$ cat config.mk
export PLATFORM = sky130hd
export DESIGN_NAME = instruction_fetch
export DESIGN_NICKNAME = d
export VERILOG_FILES = /design/src/rtl/fetch_pkg.sv /design/src/rtl/fetch_fifo.sv /design/src/rtl/instruction_fetch.sv
export SDC_FILE = /design/constraint.sdc
export NUM_CORES = 1
export LEC_CHECK = 0
export ABC_AREA = 1
export CAP_MARGIN = 5
export CELL_PAD_IN_SITES_DETAIL_PLACEMENT = 0
export CELL_PAD_IN_SITES_GLOBAL_PLACEMENT = 1
export CORE_AREA = 10 10 151 167
export DETAILED_ROUTE_END_ITERATION = 10
export DIE_AREA = 0 0 161 177
export GPL_TIMING_DRIVEN = 0
export PLACE_DENSITY = 0.89
export SLEW_MARGIN = 30
export SYNTH_ARGS = -nofsm -noshare
export SYNTH_HDL_FRONTEND = slang
export SYNTH_SLANG_ARGS = --single-unit
$ cat constraint.sdc
create_clock -name clk -period 15.9 [get_ports clk]
set_clock_uncertainty 0.05 [all_clocks]
set_input_delay 4.77 -clock clk [delete_from_list [all_inputs] [get_ports clk]]
set_output_delay 4.77 -clock clk [all_outputs]
set_load 0.01 [all_outputs]
$ cat src/rtl/fetch_pkg.sv
// Shared types and constants for the instruction fetch front-end.
package fetch_pkg;

    localparam int XLEN = 32;
    localparam logic [XLEN-1:0] PC_STEP = 32'd4;
    localparam logic [XLEN-1:0] INSTR_NOP = 32'h0000_0013;

    typedef enum logic {
        FETCH_RUN,
        FETCH_DRAIN
    } fetch_state_e;

    typedef struct packed {
        logic [XLEN-1:0] data;
        logic [XLEN-1:0] pc;
    } fetch_entry_t;

    // Masking keeps every address bit in use, so the low bits are cleared rather than dropped.
    function automatic logic [XLEN-1:0] word_align(input logic [XLEN-1:0] addr);
        return addr & ~32'h0000_0003;
    endfunction

endpackage

$ cat src/rtl/fetch_fifo.sv
// Instruction buffer between memory responses and the decoder.
// Supports synchronous flush and simultaneous push/pop; count feeds the request credit check.
module fetch_fifo
    import fetch_pkg::*;
#(
    parameter int DEPTH = 2
) (
    input  logic                   clk,
    input  logic                   reset,
    input  logic                   flush,
    input  logic                   push,
    input  fetch_entry_t           push_entry,
    input  logic                   pop,
    output fetch_entry_t           head,
    output logic                   empty,
    output logic [$clog2(DEPTH):0] count
);

    localparam int PTR_W = $clog2(DEPTH);

    fetch_entry_t     mem [DEPTH];
    logic [PTR_W-1:0] wr_ptr;
    logic [PTR_W-1:0] rd_ptr;
    logic [PTR_W:0]   count_q;
    logic             full;
    logic             do_push;
    logic             do_pop;

    assign empty   = (count_q == '0);
    assign full    = (count_q == (PTR_W+1)'(DEPTH));
    assign do_pop  = pop && !empty;
    assign do_push = push && (!full || do_pop);
    assign head    = mem[rd_ptr];
    assign count   = count_q;

    // Flush shares the reset path: pointers and count go back to zero, any same-cycle push or pop is lost.
    always_ff @(posedge clk) begin
        if (reset || flush) begin
            wr_ptr  <= '0;
            rd_ptr  <= '0;
            count_q <= '0;
        end else begin
            if (do_push) begin
                wr_ptr <= wr_ptr + PTR_W'(1);
            end
            if (do_pop) begin
                rd_ptr <= rd_ptr + PTR_W'(1);
            end
            case ({do_push, do_pop})
                2'b10:   count_q <= count_q + (PTR_W+1)'(1);
                2'b01:   count_q <= count_q - (PTR_W+1)'(1);
                default: count_q <= count_q;
            endcase
        end
    end

    always_ff @(posedge clk) begin
        if (do_push && !reset && !flush) begin
            mem[wr_ptr] <= push_entry;
        end
    end

endmodule

$ cat src/rtl/instruction_fetch.sv
// Fetch stage: owns the PC, issues credit-limited word reads and buffers instructions for the decoder.
// Define FETCH_PERF_CNT_EN to add the perf_fetched / perf_flushed / perf_stall counters.
module instruction_fetch
    import fetch_pkg::*;
#(
    parameter logic [31:0] RESET_PC   = 32'h0000_0000,
    parameter int          FIFO_DEPTH = 2
) (
    input  logic        clk,
    input  logic        reset,
    output logic        imem_req_valid,
    input  logic        imem_req_ready,
    output logic [31:0] imem_req_addr,
    input  logic        imem_resp_valid,
    input  logic [31:0] imem_resp_data,
    output logic        instr_valid,
    input  logic        instr_ready,
    output logic [31:0] instr,
    output logic [31:0] instr_pc,
    input  logic        redirect_valid,
    input  logic [31:0] redirect_pc
`ifdef FETCH_PERF_CNT_EN
    ,
    output logic [31:0] perf_fetched,
    output logic [31:0] perf_flushed,
    output logic [31:0] perf_stall
`endif
);

    localparam int CNT_W = $clog2(FIFO_DEPTH) + 1;

    fetch_state_e   state_q;
    fetch_state_e   state_d;
    logic [31:0]    req_pc_q;
    logic [31:0]    req_pc_d;
    logic [31:0]    resp_pc_q;
    logic [31:0]    resp_pc_d;
    logic [CNT_W-1:0] outstanding_q;
    logic [CNT_W-1:0] outstanding_d;
    logic [CNT_W-1:0] drop_cnt_q;
    logic [CNT_W-1:0] drop_cnt_d;

    logic [CNT_W-1:0] fifo_count;
    logic             fifo_empty;
    logic             fifo_push;
    logic             fifo_pop;
    fetch_entry_t     fifo_head;
    fetch_entry_t     push_entry;

    logic [CNT_W:0]   credit_used;
    logic             credit_ok;
    logic             req_fire;
    logic             resp_fire;
    logic             resp_keep;
    logic             resp_drop;

    // Every request holds a FIFO slot until its instruction is consumed, so the buffer can never overflow.
    assign credit_used = {1'b0, outstanding_q} + {1'b0, fifo_count};
    assign credit_ok   = credit_used < (CNT_W+1)'(FIFO_DEPTH);

    assign imem_req_valid = !reset && (state_q == FETCH_RUN) && credit_ok;
    assign imem_req_addr  = req_pc_q;
    assign req_fire       = imem_req_valid && imem_req_ready;

    assign resp_fire = imem_resp_valid && !reset;
    assign resp_drop = resp_fire && (drop_cnt_q != '0);
    assign resp_keep = resp_fire && (drop_cnt_q == '0);

    assign push_entry.data = imem_resp_data;
    assign push_entry.pc   = resp_pc_q;
    assign fifo_push       = resp_keep && !redirect_valid;
    assign fifo_pop        = instr_valid && instr_ready && !redirect_valid;

    assign instr_valid = !fifo_empty;
    assign instr       = fifo_head.data;
    assign instr_pc    = fifo_head.pc;

    fetch_fifo #(
        .DEPTH (FIFO_DEPTH)
    ) u_fifo (
        .clk        (clk),
        .reset      (reset),
        .flush      (redirect_valid),
        .push       (fifo_push),
        .push_entry (push_entry),
        .pop        (fifo_pop),
        .head       (fifo_head),
        .empty      (fifo_empty),
        .count      (fifo_count)
    );

    // A redirect overrides everything: both PCs retarget and every response still owed becomes a drop.
    always_comb begin
        state_d       = state_q;
        req_pc_d      = req_pc_q;
        resp_pc_d     = resp_pc_q;
        drop_cnt_d    = drop_cnt_q;
        outstanding_d = outstanding_q + CNT_W'(req_fire) - CNT_W'(resp_fire);

        if (req_fire) begin
            req_pc_d = req_pc_q + PC_STEP;
        end
        if (resp_keep) begin
            resp_pc_d = resp_pc_q + PC_STEP;
        end
        if (resp_drop) begin
            drop_cnt_d = drop_cnt_q - CNT_W'(1);
        end

        if (redirect_valid) begin
            req_pc_d   = word_align(redirect_pc);
            resp_pc_d  = word_align(redirect_pc);
            drop_cnt_d = outstanding_d;
            state_d    = (outstanding_d != '0) ? FETCH_DRAIN : FETCH_RUN;
        end else begin
            case (state_q)
                FETCH_RUN:   state_d = FETCH_RUN;
                FETCH_DRAIN: state_d = (drop_cnt_d == '0) ? FETCH_RUN : FETCH_DRAIN;
                default:     state_d = FETCH_RUN;
            endcase
        end
    end

    always_ff @(posedge clk) begin
        if (reset) begin
            state_q       <= FETCH_RUN;
            req_pc_q      <= word_align(RESET_PC);
            resp_pc_q     <= word_align(RESET_PC);
            outstanding_q <= '0;
            drop_cnt_q    <= '0;
        end else begin
            state_q       <= state_d;
            req_pc_q      <= req_pc_d;
            resp_pc_q     <= resp_pc_d;
            outstanding_q <= outstanding_d;
            drop_cnt_q    <= drop_cnt_d;
        end
    end

`ifdef FETCH_PERF_CNT_EN
    logic [31:0] flushed_inc;

    // Flushed work: responses dropped while draining, buffered entries and a push lost to a redirect.
    always_comb begin
        flushed_inc = 32'(resp_drop);
        if (redirect_valid) begin
            flushed_inc = flushed_inc + 32'(fifo_count) + 32'(resp_keep);
        end
    end

    always_ff @(posedge clk) begin
        if (reset) begin
            perf_fetched <= '0;
            perf_flushed <= '0;
            perf_stall   <= '0;
        end else begin
            perf_fetched <= perf_fetched + 32'(instr_valid && instr_ready);
            perf_flushed <= perf_flushed + flushed_inc;
            perf_stall   <= perf_stall + 32'(instr_valid && !instr_ready);
        end
    end
`endif

endmodule
==> summary.txt, run 1 <==
Critical path
  • Critical Path Source Type: input pin
  • Crit-path most repeated cell: clkdlybuf4s50_1
  • RR Startpoint: u_fifo.count[0]
  • Flop2flop setup slack: 13,310 ps
  • Worst setup EP type: primary output
  • WS Path Type: input pin to primary output
  • Worst Reg-to-Reg Cells: 12
  • CP max FO: 10
  • Worst path slowest cell: clkdlybuf4s50_1
  • CP peak stage delay: 610 ps
  • Crit path cell chain: clkdlybuf4s50_1 -> clkbuf_8 -> nor4_1 -> clkdlybuf4s50_1
  • R2R Path End: state_q
  • Crit path arrival time: 6400 ps
  • WP data required: 11,080 ps

CTS
  • CTS Buf Count: 17
  • Postcts setup bufs: 0
  • Clk pin slew, worst setup/hold paths: 70 ps
  • Post-CTS resize count: 0
  • Clock buffer depth: 2
  • Worst skew pair latency: 430 ps
  • Hold-fix buffers, CTS: 0
  • CTS sink count: 194
  • CTS root buffer: clkbuf_16
  • CTS tree: built
  • CTS H-Tree Depth: 4

Power and ir drop
  • Clock power frac: 37.4%
  • Net Sw Frac: 25.64%
  • NetSw: 0.2917 mW
  • P_leak: 4.665 nW
  • Internal power: 0.8461 mW
  • Comb pwr share: 12.0%
  • PwrDens: 93.04 nW/um2
  • Worst VDD drop: 78.48 uV
  • Flop pwr share: 50.6%

Floorplanning
  • Placeable Area: 21,820 um2
  • Initial Util: 43.38%
  • Chip Width: 161 um
  • Die H: 177 um
  • Top Ports: 168
  • DIE AREA: 28,500 um2
  • Number of core rows: 57

Yosys
  • Post-Syn Area per Cell: 9.543 um2
  • Netlist cell types: 39
  • Mapped Area: 9467 um2
  • Sequential area share after synthesis: 54.14%
  • Mux share of post-synthesis cell area: 7.375%
  • Post-synthesis async set-or-reset flop share: 0%
  • Largest family of logic cells by synthesized area: simple AND/OR/NAND/NOR gates
  • Post-synthesis compound-gate area fraction: 6.714%
  • Synth warn: 0
  • Post-Synthesis Cells: 992
  • Synth Flop Type: edfxtp_1
  • Post-synth EDFFs: 124
  • Flops & latches, synth: 194
  • Simple-Gate Fraction of Synth Area: 21.56%
  • Post-Synth XOR/XNOR Area: 2.392%
  • Adder-cell area share of the yosys netlist: 0.8723%

Global route
  • Initial antenna violation count: 0
  • Total grt overflow: 0
  • GRT Util Overall: 17.52%
  • Pin count of the biggest net entering global routing: 23
  • Vias in the first global route: 7,339
  • First-pass GRT wire length: 39,520 um

Route
  • Pre-antenna DRT Iters: 5
  • Residual DRC count: 0
  • ANT nets after route: 0
  • Routed via count: 7,359
  • Routed Wire Length: 25,020 um
  • Routed WL per cell: 16.80 um
  • Vias/cell: 4.942
  • Detailed Route Iter0 Violations: 489

Placement
  • Post-DP Area: 11,640 um2
  • Gpl congestion: 0.8944
  • HPWL after detailed placement: 19,220 um
  • Port Buffers: 161

Outcome
  • Run status: finished clean

Layout
  • Fin area: 12,230 um2
  • Area growth syn-to-layout: 29.18%
  • Layout net count: 1,257
  • Commonest non-fill, non-tap cell in the layout: nand2_1
  • ANT cells: 0
  • Commonest cells after routing, fill and taps aside: 256 x nand2_1, 161 x clkdlybuf4s50_1, 124 x edfxtp_1
  • Layout cell share with drive strength beyond 1: 15.91%

Timing
  • Crit path time final: 11,220 ps
  • Endpoints failing setup: 0
  • RSZ-0062 raised after global routing: false
  • Period utilization: 70.55%
  • Worst Tran Pin Value: 771.3 ps
  • Fin. Hold Viols: 0
  • F_max: 89.15 MHz
  • Slew Viols, Final: 0
  • Sum Neg Setup Slack: 0 ps
  • Slew HR: 48.04%

Worst hold path
  • Hold Path Depth: 2
  • Min-delay worst type: flip-flop to flip-flop
  • Hold Path Sink: u_fifo.rd_ptr
  • Hold path startpoint: u_fifo.rd_ptr

Flow run
  • Max Cap Viol: 0
## sequential cells by signal, summed over array words and instances (netlist names), named ones only
signal	cells
imem_req_addr	30
u_fifo.wr_ptr	1
outstanding_q	2
drop_cnt_q	2
u_fifo.count	2
resp_pc_q	30
state_q	1
u_fifo.mem	124
u_fifo.rd_ptr	1
## worst max-delay path, delay by kind of cell
family	cells	cell delay [ps]
buffers and inverters	3	1330
AND/OR/NAND/NOR	1	290
## cell usage after synthesis (5+ instances only)
cell	count	share of area, %
nand2_1	256	10
edfxtp_1	124	39
inv_1	111	4.4
dfxtp_1	70	15
nor2_1	70	2.8
mux2_2	62	7.4
nand3_1	53	2.8
a21oi_1	47	2.5
o21ai_0	44	2.3
xor2_1	19	1.8
a31oi_1	17	1.1
nand2_2	13	0.86
buf_2	11	0.58
nor2_4	11	1.3
nor2_2	9	0.59
buf_4	8	0.63
a21oi_2	7	0.65
clkbuf_1	7	0.28
nor2_8	6	1.3
ha_1	5	0.66
inv_2	5	0.20
nand2_4	5	0.59
xnor2_1	5	0.46
## worst max-delay path by stage
stage               start              to  slack (ps)  cells after the start
global placement    reset  imem_req_valid        4700                      4
floorplan           reset  imem_req_valid        5760                      2
CTS                 reset  imem_req_valid        4700                      4
detailed placement  reset  imem_req_valid        4710                      4
global route        reset  imem_req_valid        4640                      4
finish              reset  imem_req_valid        4680                      4
## cell families (layout without fill, tap and decap cells)
group | after synthesis | in the layout
flip-flops | 194 | 194
buffers and inverters | 149 | 348
XOR/XNOR | 25 | 25
multiplexers | 62 | 62
adder cells (fa/ha/maj) | 6 | 6
other | 1 | 4
AO/OA/AOI/OAI | 117 | 117
AND/OR/NAND/NOR | 438 | 438
## layout make-up
class                   instances  area (um2)
fillers                      1956        9594
flip-flops and latches        194        5125
multi-input cells             652        3714
repair buffers                167        1777
inverters                     116       435.4
clock buffers                  17       425.4
well taps                     295       369.1
plain buffers                  33       219.0
clock inverters                15       165.2
## per-stage QoR
step / util (%) / setup WS [ps] / hold WS, ps / power, mW / instances
after floorplan: - / 5764 / 397.4 / 0.6514 / 995
after global placement: 52.51 / 4705 / 406.8 / 0.7168 / 1451
after detailed placement: 53.33 / 4706 / 429.8 / 0.7227 / 1457
after CTS: 56.04 / 4705 / 442.1 / 1.150 / 1489
after global routing: 56.04 / 4635 / 490.6 / 1.183 / 1489
final: 56.04 / 4683 / 444.9 / 1.138 / 1489
## power groups by stage
stage                     clock network [mW]  registers, mW  logic, mW
final                                  0.426          0.576      0.136
after floorplan                            0          0.583     0.0679
after detailed placement                   0          0.586      0.136
after global routing                   0.455          0.578      0.150
after global placement                     0          0.587      0.130
after CTS                              0.437          0.575      0.137
## metal layers
| metal | GRT usage (%) | wire [um] |
|---|---|---|
| met3 | 3.839 | 1436 |
| met4 | 5.690 | 486 |
| met1 | 21.80 | 11040 |
| met5 | 0 | 0 |
| met2 | 29.67 | 12060 |
(Power assumes the default switching activity.)
==> inputs of run 2 (changes only) <==
--- a/config.mk
+++ b/config.mk
@@ -9,11 +9,11 @@
 export CAP_MARGIN = 5
 export CELL_PAD_IN_SITES_DETAIL_PLACEMENT = 0
 export CELL_PAD_IN_SITES_GLOBAL_PLACEMENT = 1
-export CORE_AREA = 10 10 151 167
+export CORE_AREA = 10 10 156 173
 export DETAILED_ROUTE_END_ITERATION = 10
-export DIE_AREA = 0 0 161 177
+export DIE_AREA = 0 0 166 183
 export GPL_TIMING_DRIVEN = 0
-export PLACE_DENSITY = 0.89
+export PLACE_DENSITY = 0.84
 export SLEW_MARGIN = 30
 export SYNTH_ARGS = -nofsm -noshare
 export SYNTH_HDL_FRONTEND = slang
==> constraint.sdc (replaced) <==
create_clock -name clk -period 11.7 [get_ports clk]
set_clock_uncertainty 0.05 [all_clocks]
set_input_delay 3.51 -clock clk [delete_from_list [all_inputs] [get_ports clk]]
set_output_delay 3.51 -clock clk [all_outputs]
set_load 0.01 [all_outputs]
==> run 2 against run 1 <==
Global-route usage shrank 0.95 points. Cell count is 0.67% higher. Highest routed layer unchanged. Combinational power grew 36%. Total power grew 35%. Die area rose by 6.6%. Via count is 2.3% lower. Critical path depth unchanged. Routed wire length is 0.40% higher. Worst hold slack got worse by 19 ps. Flip-flop and latch count unchanged. Non-clock buffer count unchanged. Clock-buffer cell count is the same. Critical endpoint unchanged.
==> summary.txt, run 2 (synthesis gave the netlist of run 1 again) <==
Critical path
  • Worst Reg-to-Reg Cells: 12
  • Critical Path Source Type: input pin
  • Crit path cell chain: clkdlybuf4s50_1 -> clkbuf_8 -> nor4_1 -> clkdlybuf4s50_1
  • WP data required: 8140 ps
  • RR Startpoint: u_fifo.count[0]
  • Crit path arrival time: 5060 ps
  • CP delay by family, top: buffers and inverters
  • CP peak stage delay: 600 ps
  • Worst path slowest cell: clkdlybuf4s50_1
  • Flop2flop setup slack: 9150 ps
  • Worst Path Buf+Inv: 3
  • CP max FO: 10
  • R2R Path End: state_q
  • Crit-path most repeated cell: clkdlybuf4s50_1
  • Worst setup EP type: primary output
  • WS Path Type: input pin to primary output

Route
  • ANT nets after route: 0
  • Residual DRC count: 0
  • Routed via count: 7,187
  • Routed Wire Length: 25,120 um
  • Routed WL per cell: 16.76 um
  • Detailed Route Iter0 Violations: 421
  • Pre-antenna DRT Iters: 5
  • Vias/cell: 4.795

Worst hold path
  • Min-delay worst type: flip-flop to flip-flop
  • Hold Path Depth: 2
  • Hold Path Sink: u_fifo.rd_ptr
  • Hold path startpoint: u_fifo.rd_ptr

Placement
  • Post-DP Area: 11,650 um2
  • Port Buffers: 161
  • HPWL after detailed placement: 19,290 um
  • Gpl congestion: 0.8583

Layout
  • Largest reg by FF count: u_fifo.mem
  • Layout cell share with drive strength beyond 1: 15.83%
  • Commonest cells after routing, fill and taps aside: 256 x nand2_1, 161 x clkdlybuf4s50_1, 124 x edfxtp_1
  • Fillers: 2,134
  • Area growth syn-to-layout: 29.21%
  • Multi-input logic area: 3714 um2
  • Layout net count: 1,257
  • Commonest non-fill, non-tap cell in the layout: nand2_1
  • Finished Core Util: 52.27%
  • Fin area: 12,230 um2
  • ANT cells: 0
  • Storage element area: 5125 um2
  • Max reg flops: 124

Power and ir drop
  • Worst VDD drop: 96.48 uV
  • PwrDens: 125.9 nW/um2
  • P_leak: 4.655 nW

Floorplanning
  • DIE AREA: 30,380 um2
  • Placeable Area: 23,400 um2
  • Top Ports: 168
  • Initial Util: 40.45%
  • Chip Width: 166 um
  • Die H: 183 um
  • Number of core rows: 59

CTS
  • CTS Buf Count: 17
  • CTS tree: built
  • CTS sink count: 194
  • Post-CTS resize count: 0
  • CTS H-Tree Depth: 4
  • Clock buffer depth: 2
  • Clk pin slew, worst setup/hold paths: 80 ps
  • Hold-fix buffers, CTS: 0
  • CTS root buffer: clkbuf_16
  • Postcts setup bufs: 0
  • Worst skew pair latency: 430 ps

Timing
  • RSZ-0062 raised after global routing: false
  • Crit path time final: 8623 ps
  • Period utilization: 73.70%
  • Sum Neg Setup Slack: 0 ps
  • Slew Viols, Final: 0
  • Worst Tran Pin Value: 764.2 ps
  • Fin. Hold Viols: 0
  • F_max: 116.0 MHz
  • Endpoints failing setup: 0
  • Worst Hold Slack: 426.1 ps
  • Slew HR: 48.51%

Global route
  • GRT Util Overall: 16.57%
  • Pin count of the biggest net entering global routing: 22
  • Vias in the first global route: 7,376
  • Total grt overflow: 0
  • First-pass GRT wire length: 40,520 um
  • Initial antenna violation count: 0

Flow run
  • Max Cap Viol: 0

Outcome
  • Run status: finished clean
run 2: changes by cell type in the layout (fill, tap and decap cells not counted):
| cell | delta |
|---|---|
| bufinv_16 | -1 |
| clkinv_1 | +1 |
| clkinv_2 | -2 |
| clkinvlp_4 | +1 |
| inv_6 | -3 |
| inv_8 | +4 |
run 2: worst reg2reg max path, stage by stage (launching register included):
cell and delay [ps]:
dfxtp_1 440, nand2_1 70, inv_1 70, fa_1 420
nor2_1 140, nand3_2 150, ha_1 310, inv_1 40
ha_1 170, xor2_1 160, xor2_1 240, o21ai_0 110
a21oi_1 120
run 2: cell type report:
class | instances | share of cell area, %
Sequential cell | 194 | 41.90
Multi-Input combinational cell | 652 | 30.36
Timing Repair Buffer | 167 | 14.53
Inverter | 116 | 3.560
Clock buffer | 17 | 3.478
Tap cell | 305 | 3.120
Buffer | 33 | 1.790
Clock inverter | 15 | 1.268
run 2: metal layers:
layer,track usage (%),vias to the layer above,part of all wire [%]
met4,3.759,0,0.95
met3,4.063,13,4.9
met1,21.55,3331,46
met5,0,-,0
li1,-,3651,-
met2,27.34,192,48
run 2: per-stage QoR:
stage	worst slack [ps]	power, mW	cells
floorplan	4084	0.8852	995
global placement	2446	0.9752	1461
detailed placement	3088	0.9822	1467
CTS	3081	1.555	1499
global route	2951	1.611	1499
finish	3077	1.540	1499
run 2: power breakdown:
part / leakage (nW) / total (mW) / internal [mW] / switching [mW]
sequential: 1.72 / 0.781 / 0.756 / 0.0257
combinational: 2.66 / 0.185 / 0.0900 / 0.0946
clock: 0.283 / 0.574 / 0.287 / 0.288
run 2: worst max path at each step:
stage / from / to / slack [ps] / cells after the start
3_3_place_gp: reset / u_fifo.mem[1][53] / 2450 / 6
2_1_floorplan: reset / imem_req_valid / 4080 / 2
4_1_cts: reset / imem_req_valid / 3080 / 4
3_5_place_dp: reset / imem_req_valid / 3090 / 4
5_1_grt: reset / imem_req_valid / 2950 / 4
6_report: reset / imem_req_valid / 3080 / 4
